`src/rtl/bcd_pkg.sv`:
```
// Shared types and constants for the BCD stopwatch core.
package bcd_pkg;

  typedef enum logic [1:0] {
    IDLE   = 2'd0,
    RUN    = 2'd1,
    PAUSED = 2'd2,
    DONE   = 2'd3
  } state_e;

  typedef logic [3:0] bcd_digit_t;

  localparam bcd_digit_t BCD_MAX  = 4'd9;
  localparam bcd_digit_t BCD_ZERO = 4'd0;

  // Out-of-range nibbles load as 9 so a digit never leaves the BCD range.
  function automatic bcd_digit_t bcd_clamp(input bcd_digit_t d);
    return (d > BCD_MAX) ? BCD_MAX : d;
  endfunction

endpackage

```
`src/rtl/bcd_stopwatch_core_if.sv`:
```
// Control/status bundle between the board top level and the stopwatch core.
interface bcd_stopwatch_core_if #(
  parameter int DIGITS = 4
) ();

  logic                  start_stop;
  logic                  clear;
  logic                  lap;
  logic                  dir;
  logic [4*DIGITS-1:0]   preset;
  logic [4*DIGITS-1:0]   count_o;
  logic                  running;
  logic                  done;
  logic                  lap_active;

  modport master (
    output start_stop, clear, lap, dir, preset,
    input  count_o, running, done, lap_active
  );

  modport slave (
    input  start_stop, clear, lap, dir, preset,
    output count_o, running, done, lap_active
  );

endinterface

```
`src/rtl/bcd_digit.sv`:
```
// One BCD digit: loadable, steps up or down with wrap when enabled.
module bcd_digit
  import bcd_pkg::*;
(
  input  logic       clk,
  input  logic       reset,
  input  logic       en,
  input  logic       dir,
  input  logic       load,
  input  bcd_digit_t load_val,
  output bcd_digit_t digit,
  output logic       term
);

  // Digit register: load beats step; wrap 9->0 up, 0->9 down.
  always_ff @(posedge clk) begin
    if (reset) begin
      digit <= BCD_ZERO;
    end else if (load) begin
      digit <= load_val;
    end else if (en) begin
      if (!dir) digit <= (digit == BCD_MAX)  ? BCD_ZERO : digit + 4'd1;
      else      digit <= (digit == BCD_ZERO) ? BCD_MAX  : digit - 4'd1;
    end
  end

  assign term = ((digit == BCD_MAX) && !dir) || ((digit == BCD_ZERO) && dir);

endmodule

```
`src/rtl/bcd_stopwatch_core.sv`:
```
// N-digit BCD stopwatch / countdown timer, single clock, enable-based carries.
// Optional lap freeze display is built when BCD_STOPWATCH_LAP_EN is defined.
//
//   state  | meaning
//   IDLE   | stopped; count holds cleared/preset value, dir latched on start
//   RUN    | prescaler advancing, digits step on each tick
//   PAUSED | prescaler and count frozen
//   DONE   | terminal value reached (all-9 up, zero down); only clear exits
module bcd_stopwatch_core
  import bcd_pkg::*;
#(
  parameter int DIGITS   = 4,
  parameter int TICK_DIV = 50000
) (
  input logic                   clk,
  input logic                   reset,
  bcd_stopwatch_core_if.slave   bus
);

  localparam int PSC_W = (TICK_DIV > 1) ? $clog2(TICK_DIV) : 1;
  localparam logic [PSC_W-1:0] PSC_LAST = PSC_W'(TICK_DIV - 1);

  state_e              state_q, state_d;
  logic [PSC_W-1:0]    psc_q, psc_d;
  logic                dir_q, dir_d;
  logic                tick;
  logic [DIGITS-1:0]   term, carry, dig_en;
  logic [4*DIGITS-1:0] count, load_val, shown, count_o_q;
  logic                all_term, hit_zero, count_zero;
  logic                running_q, done_q, lap_q;

  for (genvar k = 0; k < DIGITS; k++) begin : g_dig
    assign load_val[4*k +: 4] = bus.dir ? bcd_clamp(bus.preset[4*k +: 4]) : BCD_ZERO;

    bcd_digit u_digit (
      .clk      (clk),
      .reset    (reset),
      .en       (dig_en[k]),
      .dir      (dir_q),
      .load     (bus.clear),
      .load_val (load_val[4*k +: 4]),
      .digit    (count[4*k +: 4]),
      .term     (term[k])
    );
  end

  // Carry-enable chain: digit k may step once every lower digit is terminal.
  always_comb begin
    carry    = '0;
    carry[0] = 1'b1;
    for (int k = 1; k < DIGITS; k++) carry[k] = carry[k-1] & term[k-1];
  end

  assign all_term   = carry[DIGITS-1] & term[DIGITS-1];
  assign hit_zero   = dir_q && (count[3:0] == 4'd1) && ((count >> 4) == '0);
  assign count_zero = (count == '0);
  // A tick at the terminal value saturates instead of wrapping.
  assign dig_en     = (tick && !all_term) ? carry : '0;

  // Next-state, prescaler and tick decode.
  always_comb begin
    state_d = state_q;
    psc_d   = psc_q;
    dir_d   = dir_q;
    tick    = 1'b0;
    if (state_q == RUN) begin
      if (psc_q == PSC_LAST) begin
        psc_d = '0;
        tick  = 1'b1;
      end else begin
        psc_d = psc_q + PSC_W'(1);
      end
    end
    unique case (state_q)
      IDLE: if (bus.start_stop) begin
        dir_d   = bus.dir;
        psc_d   = '0;
        state_d = (bus.dir && count_zero) ? DONE : RUN;
      end
      RUN: begin
        if (tick && (all_term || hit_zero)) state_d = DONE;
        else if (bus.start_stop)            state_d = PAUSED;
      end
      PAUSED: if (bus.start_stop) state_d = RUN;
      DONE: ;
    endcase
    if (bus.clear) begin
      state_d = IDLE;
      psc_d   = '0;
    end
  end

  // State, prescaler, latched direction and registered status decodes.
  always_ff @(posedge clk) begin
    if (reset) begin
      state_q   <= IDLE;
      psc_q     <= '0;
      dir_q     <= 1'b0;
      running_q <= 1'b0;
      done_q    <= 1'b0;
    end else begin
      state_q   <= state_d;
      psc_q     <= psc_d;
      dir_q     <= dir_d;
      running_q <= (state_d == RUN);
      done_q    <= (state_d == DONE);
    end
  end

`ifdef BCD_STOPWATCH_LAP_EN
  logic [4*DIGITS-1:0] lap_val_q;

  // Lap toggle: capture the live count when freezing the display.
  always_ff @(posedge clk) begin
    if (reset) begin
      lap_q     <= 1'b0;
      lap_val_q <= '0;
    end else if (bus.clear) begin
      lap_q     <= 1'b0;
    end else if (bus.lap && !bus.start_stop && ((state_q == RUN) || (state_q == PAUSED))) begin
      lap_q <= !lap_q;
      if (!lap_q) lap_val_q <= count;
    end
  end

  assign shown = lap_q ? lap_val_q : count;
`else
  logic unused_lap;
  assign unused_lap = bus.lap;
  assign lap_q      = 1'b0;
  assign shown      = count;
`endif

  // Display register.
  always_ff @(posedge clk) begin
    if (reset) count_o_q <= '0;
    else       count_o_q <= shown;
  end

  assign bus.count_o    = count_o_q;
  assign bus.running    = running_q;
  assign bus.done       = done_q;
  assign bus.lap_active = lap_q;

endmodule

```
`src/flat_wrapper.sv`:
```
// flat-port wrapper written by rule: the top's interface ports become plain ports
module bcd_stopwatch_core_flat import bcd_pkg::*;
#(
  parameter int DIGITS   = 4,
  parameter int TICK_DIV = 50000
)
  (clk, reset, bus_start_stop, bus_clear, bus_lap, bus_dir, bus_preset, bus_count_o, bus_running, bus_done, bus_lap_active);
  bcd_stopwatch_core_if #(.DIGITS(DIGITS)) bus_i ();
  input logic clk;
  input logic reset;
  input wire logic [$bits(bus_i.start_stop)-1:0] bus_start_stop;
  input wire logic [$bits(bus_i.clear)-1:0] bus_clear;
  input wire logic [$bits(bus_i.lap)-1:0] bus_lap;
  input wire logic [$bits(bus_i.dir)-1:0] bus_dir;
  input wire logic [$bits(bus_i.preset)-1:0] bus_preset;
  output wire logic [$bits(bus_i.count_o)-1:0] bus_count_o;
  output wire logic [$bits(bus_i.running)-1:0] bus_running;
  output wire logic [$bits(bus_i.done)-1:0] bus_done;
  output wire logic [$bits(bus_i.lap_active)-1:0] bus_lap_active;
  assign bus_i.start_stop = bus_start_stop;
  assign bus_i.clear = bus_clear;
  assign bus_i.lap = bus_lap;
  assign bus_i.dir = bus_dir;
  assign bus_i.preset = bus_preset;
  assign bus_count_o = bus_i.count_o;
  assign bus_running = bus_i.running;
  assign bus_done = bus_i.done;
  assign bus_lap_active = bus_i.lap_active;
  bcd_stopwatch_core #(.DIGITS(DIGITS), .TICK_DIV(TICK_DIV)) u_core (.clk(clk), .reset(reset), .bus(bus_i));
endmodule
```
`config.mk`:
```
export PLATFORM = sky130hd
export DESIGN_NAME = bcd_stopwatch_core_flat
export DESIGN_NICKNAME = d
export VERILOG_FILES = /design/src/rtl/bcd_pkg.sv /design/src/rtl/bcd_stopwatch_core_if.sv /design/src/rtl/bcd_digit.sv /design/src/rtl/bcd_stopwatch_core.sv /design/src/flat_wrapper.sv
export SDC_FILE = /design/constraint.sdc
export NUM_CORES = 1
export LEC_CHECK = 0
export CAP_MARGIN = 40
export CORE_ASPECT_RATIO = 1.1
export CORE_MARGIN = 2
export CORE_UTILIZATION = 50
export CTS_CLUSTER_DIAMETER = 60
export CTS_CLUSTER_SIZE = 8
export DETAILED_ROUTE_END_ITERATION = 10
export PLACE_DENSITY = 0.7
export SLEW_MARGIN = 0
export SYNTH_ARGS = -nofsm -noshare
export SYNTH_HDL_FRONTEND = slang
export SYNTH_SLANG_ARGS = --single-unit
```
`constraint.sdc`:
```
create_clock -name clk -period 4.6 [get_ports clk]
set_input_delay 1.15 -clock clk [delete_from_list [all_inputs] [get_ports clk]]
set_output_delay 1.15 -clock clk [all_outputs]
set_load 0.01 [all_outputs]
```
==> flow_summary_export.csv <==
group,metric,value,unit
outcome,outcome,"finished, final reports clean",
sta,hold_slack,0.536,ns
cells_and_area,fillers,560,
place,hpwl,4940,um
die,die_w,79.7,um
clock_network,cts_tree,"done",
place,pre_cts_slack,1.21,ns
logic_synthesis,synth_edf_count,0,
routing,vias,2814,
grt,grt_usage,0.207,
sta,tightestPinTransition,0.796,ns
clock_network,worstSkewPairLatency,0.31,ns
place,dpl-instance-area,3530,um^2
die,core_area,6160,um^2
logic_synthesis,synthDominantCellAreaShare,0.336,
cells_and_area,seqCellArea,1060,um^2
power,p_leak,1.22,nW
power,vdd_drop_max,0.135,mV
clock_network,holdBufCountCts,0,
power,power_density,247,nW/um^2
cells_and_area,syn2layout_area_growth,14.8,%
logic_synthesis,synth-seq-cells,53,
worst_setup_path,cp-end-kind,"flip-flop",
cells_and_area,layout_commonest_cell,"dfxtp_1",
hold_path,hold_start,"u_core.psc_q[15]",
die,die-area,6960,um^2
cells_and_area,finalNonFillerCells,485,
worst_setup_path,crit_required,4.85,ns
clock_network,ctsResizeCount,0,
die,die_h,87.3,um
worst_setup_path,crit_path_start_kind,"primary input",
sta,tns,0,ns
sta,setup_slack,1.55,ns
logic_synthesis,ys_seq_area_frac,0.336,
logic_synthesis,yosysWarnings,0,
logic_synthesis,post_synth.cell_area_avg,8.17,um^2
clock_network,clockRootBuffer,"clkbuf_8",
place,place.port_buffers,38,
routing,wl,7000,um
routing,firstDrtPassIters,4,
place,place_inst,477,
routing,drc,0,
routing,antenna_left,0,
clock_network,cts.clk_slew.worst_paths,0.10,ns
sta,max-slew-margin-rel,0.469,
routing,routed_via_density,5.80,
logic_synthesis,synth_cells,386,
die,initial_core_util,0.513,
grt,grt_pass1_vias,2379,
logic_synthesis,ys.flop_type,"dfxtp_1",
clock_network,post_cts_buffers,0,
cells_and_area,antennaDiodeCount,0,
clock_network,numCtsBuffers,5,
worst_setup_path,crit_type,"in2reg",
cells_and_area,drive_gt1_frac,0.0765,
grt,antenna_found_initial,0,
place,gp_congestion,0.844,
cells_and_area,multi_input_area,1950,um^2
sta,setup_viol,0,
clock_network,cts.sinks,53,
logic_synthesis,ys_types,68,
logic_synthesis,synth_nets,409,
clock_network,clockBufferDepth,2,
grt,grt_overflow,0,
sta,fmax,328,MHz
logic_synthesis,synthArstFlopShare,0,
sta,fin_crit,3.05,ns
die,rows,30,
cells_and_area,nNetsFinal,427,
worst_setup_path,crit_fanout,16,
flow_run,cap_violations,0,
cells_and_area,final_cell_mix,"dfxtp_1, nor2_1, clkdlybuf4s50_1",
clock_network,h-tree-depth,2,
worst_setup_path,reg2reg_from,"u_core.dir_q",
sta,rsz0062_at_grt,"false",
grt,grt_max_degree,29,
hold_path,hold_class,"reg2reg",
grt,grt_pass1_wl,11600,um
worst_setup_path,crit_start,"bus_clear",
sta,final_hold_viol_count,0,
sta,maxSlewViolCount,0,
sta,period_share,0.662,
die,ios,41,
routing,drt_iter0_drc,173,
worst_setup_path,arrival,3.30,ns
cells_and_area,stdcell_area,3620,um^2
logic_synthesis,syn_area,3160,um^2
routing,wl_per_cell,14.4,um
logic_synthesis,synth_area_leader_cell,"dfxtp_1",
logic_synthesis,ys_top_cells_by_area,"dfxtp_1, nor2_1, nor2b_1",
sta,fin_skew,0.0112,ns
## worst max-delay path: stages
cell and delay, ns:
clkdlybuf4s50_1 0.73, or2_2 0.58, or3_1 0.65, nor2_1 0.18
## registers in the layout, indices dropped and copies added, names as in the netlist
signal,cells
u_core.state_q,2
u_core.g_dig.u_digit.digit,16
u_core.bus.done,1
u_core.psc_q,16
u_core.bus.running,1
u_core.bus.count_o,16
u_core.dir_q,1
## worst paths after layout
| path | endpoint | slack, ns | cells past startpoint |
|---|---|---|---|
| max | u_core.psc_q[7] | 1.55 | 4 |
| min | u_core.psc_q[15] | 0.54 | 2 |
| max reg2reg | u_core.g_dig[3].u_digit.digit[1] | 1.84 | 5 |
| min reg2reg | u_core.psc_q[15] | 0.54 | 2 |
## cell usage after synthesis, types with 6 or more instances
cell type,n
dfxtp_1,53
nor2_1,48
nand2_1,25
nor2b_1,25
clkbuf_1,21
nand3_1,18
o21ai_0,15
xor2_1,11
a21oi_1,9
nand3b_1,9
buf_2,8
nand2b_1,8
and2_1,6
inv_1,6
o211ai_1,6
o21a_1,6
o22ai_1,6
xnor2_1,6
## metal layers
metal,GRT usage,part of all wire,vias to the layer above
met3,0.0301,0.029,7
met5,0,0,-
met2,0.334,0.48,48
met4,0.0555,0.010,0
met1,0.290,0.48,1340
li1,-,-,1419
## power by group
group	leakage, nW	total, W	internal (W)	switching, W
sequential	0.431	0.000495	0.000471	0.0000242
combinational	0.753	0.000128	0.0000641	0.0000637
clock	0.0364	0.000270	0.000107	0.000163
## cell type report
type                    instances  area share
repair buffers                 41       0.111
flip-flops and latches         53       0.293
well taps                      80      0.0276
clock inverters                 3     0.00622
inverters                       6     0.00622
clock buffers                   5      0.0190
multi-input cells             297       0.537
## metrics by stage
stage	utilization	total power (W)
6_report	0.589	0.000893
2_1_floorplan	-	0.000585
4_1_cts	0.589	0.000901
3_5_place_dp	0.574	0.000633
5_1_grt	0.589	0.000931
3_3_place_gp	0.574	0.000630
## cells by family after synthesis
family,share of synthesized area
simple gates,0.363
other cells,0.00119
flops,0.336
buf+inv,0.0472
fa+ha+maj,0.00396
xor+xnor,0.0472
mux,0.0194
compound gates,0.182
(Power assumes the default switching activity.)
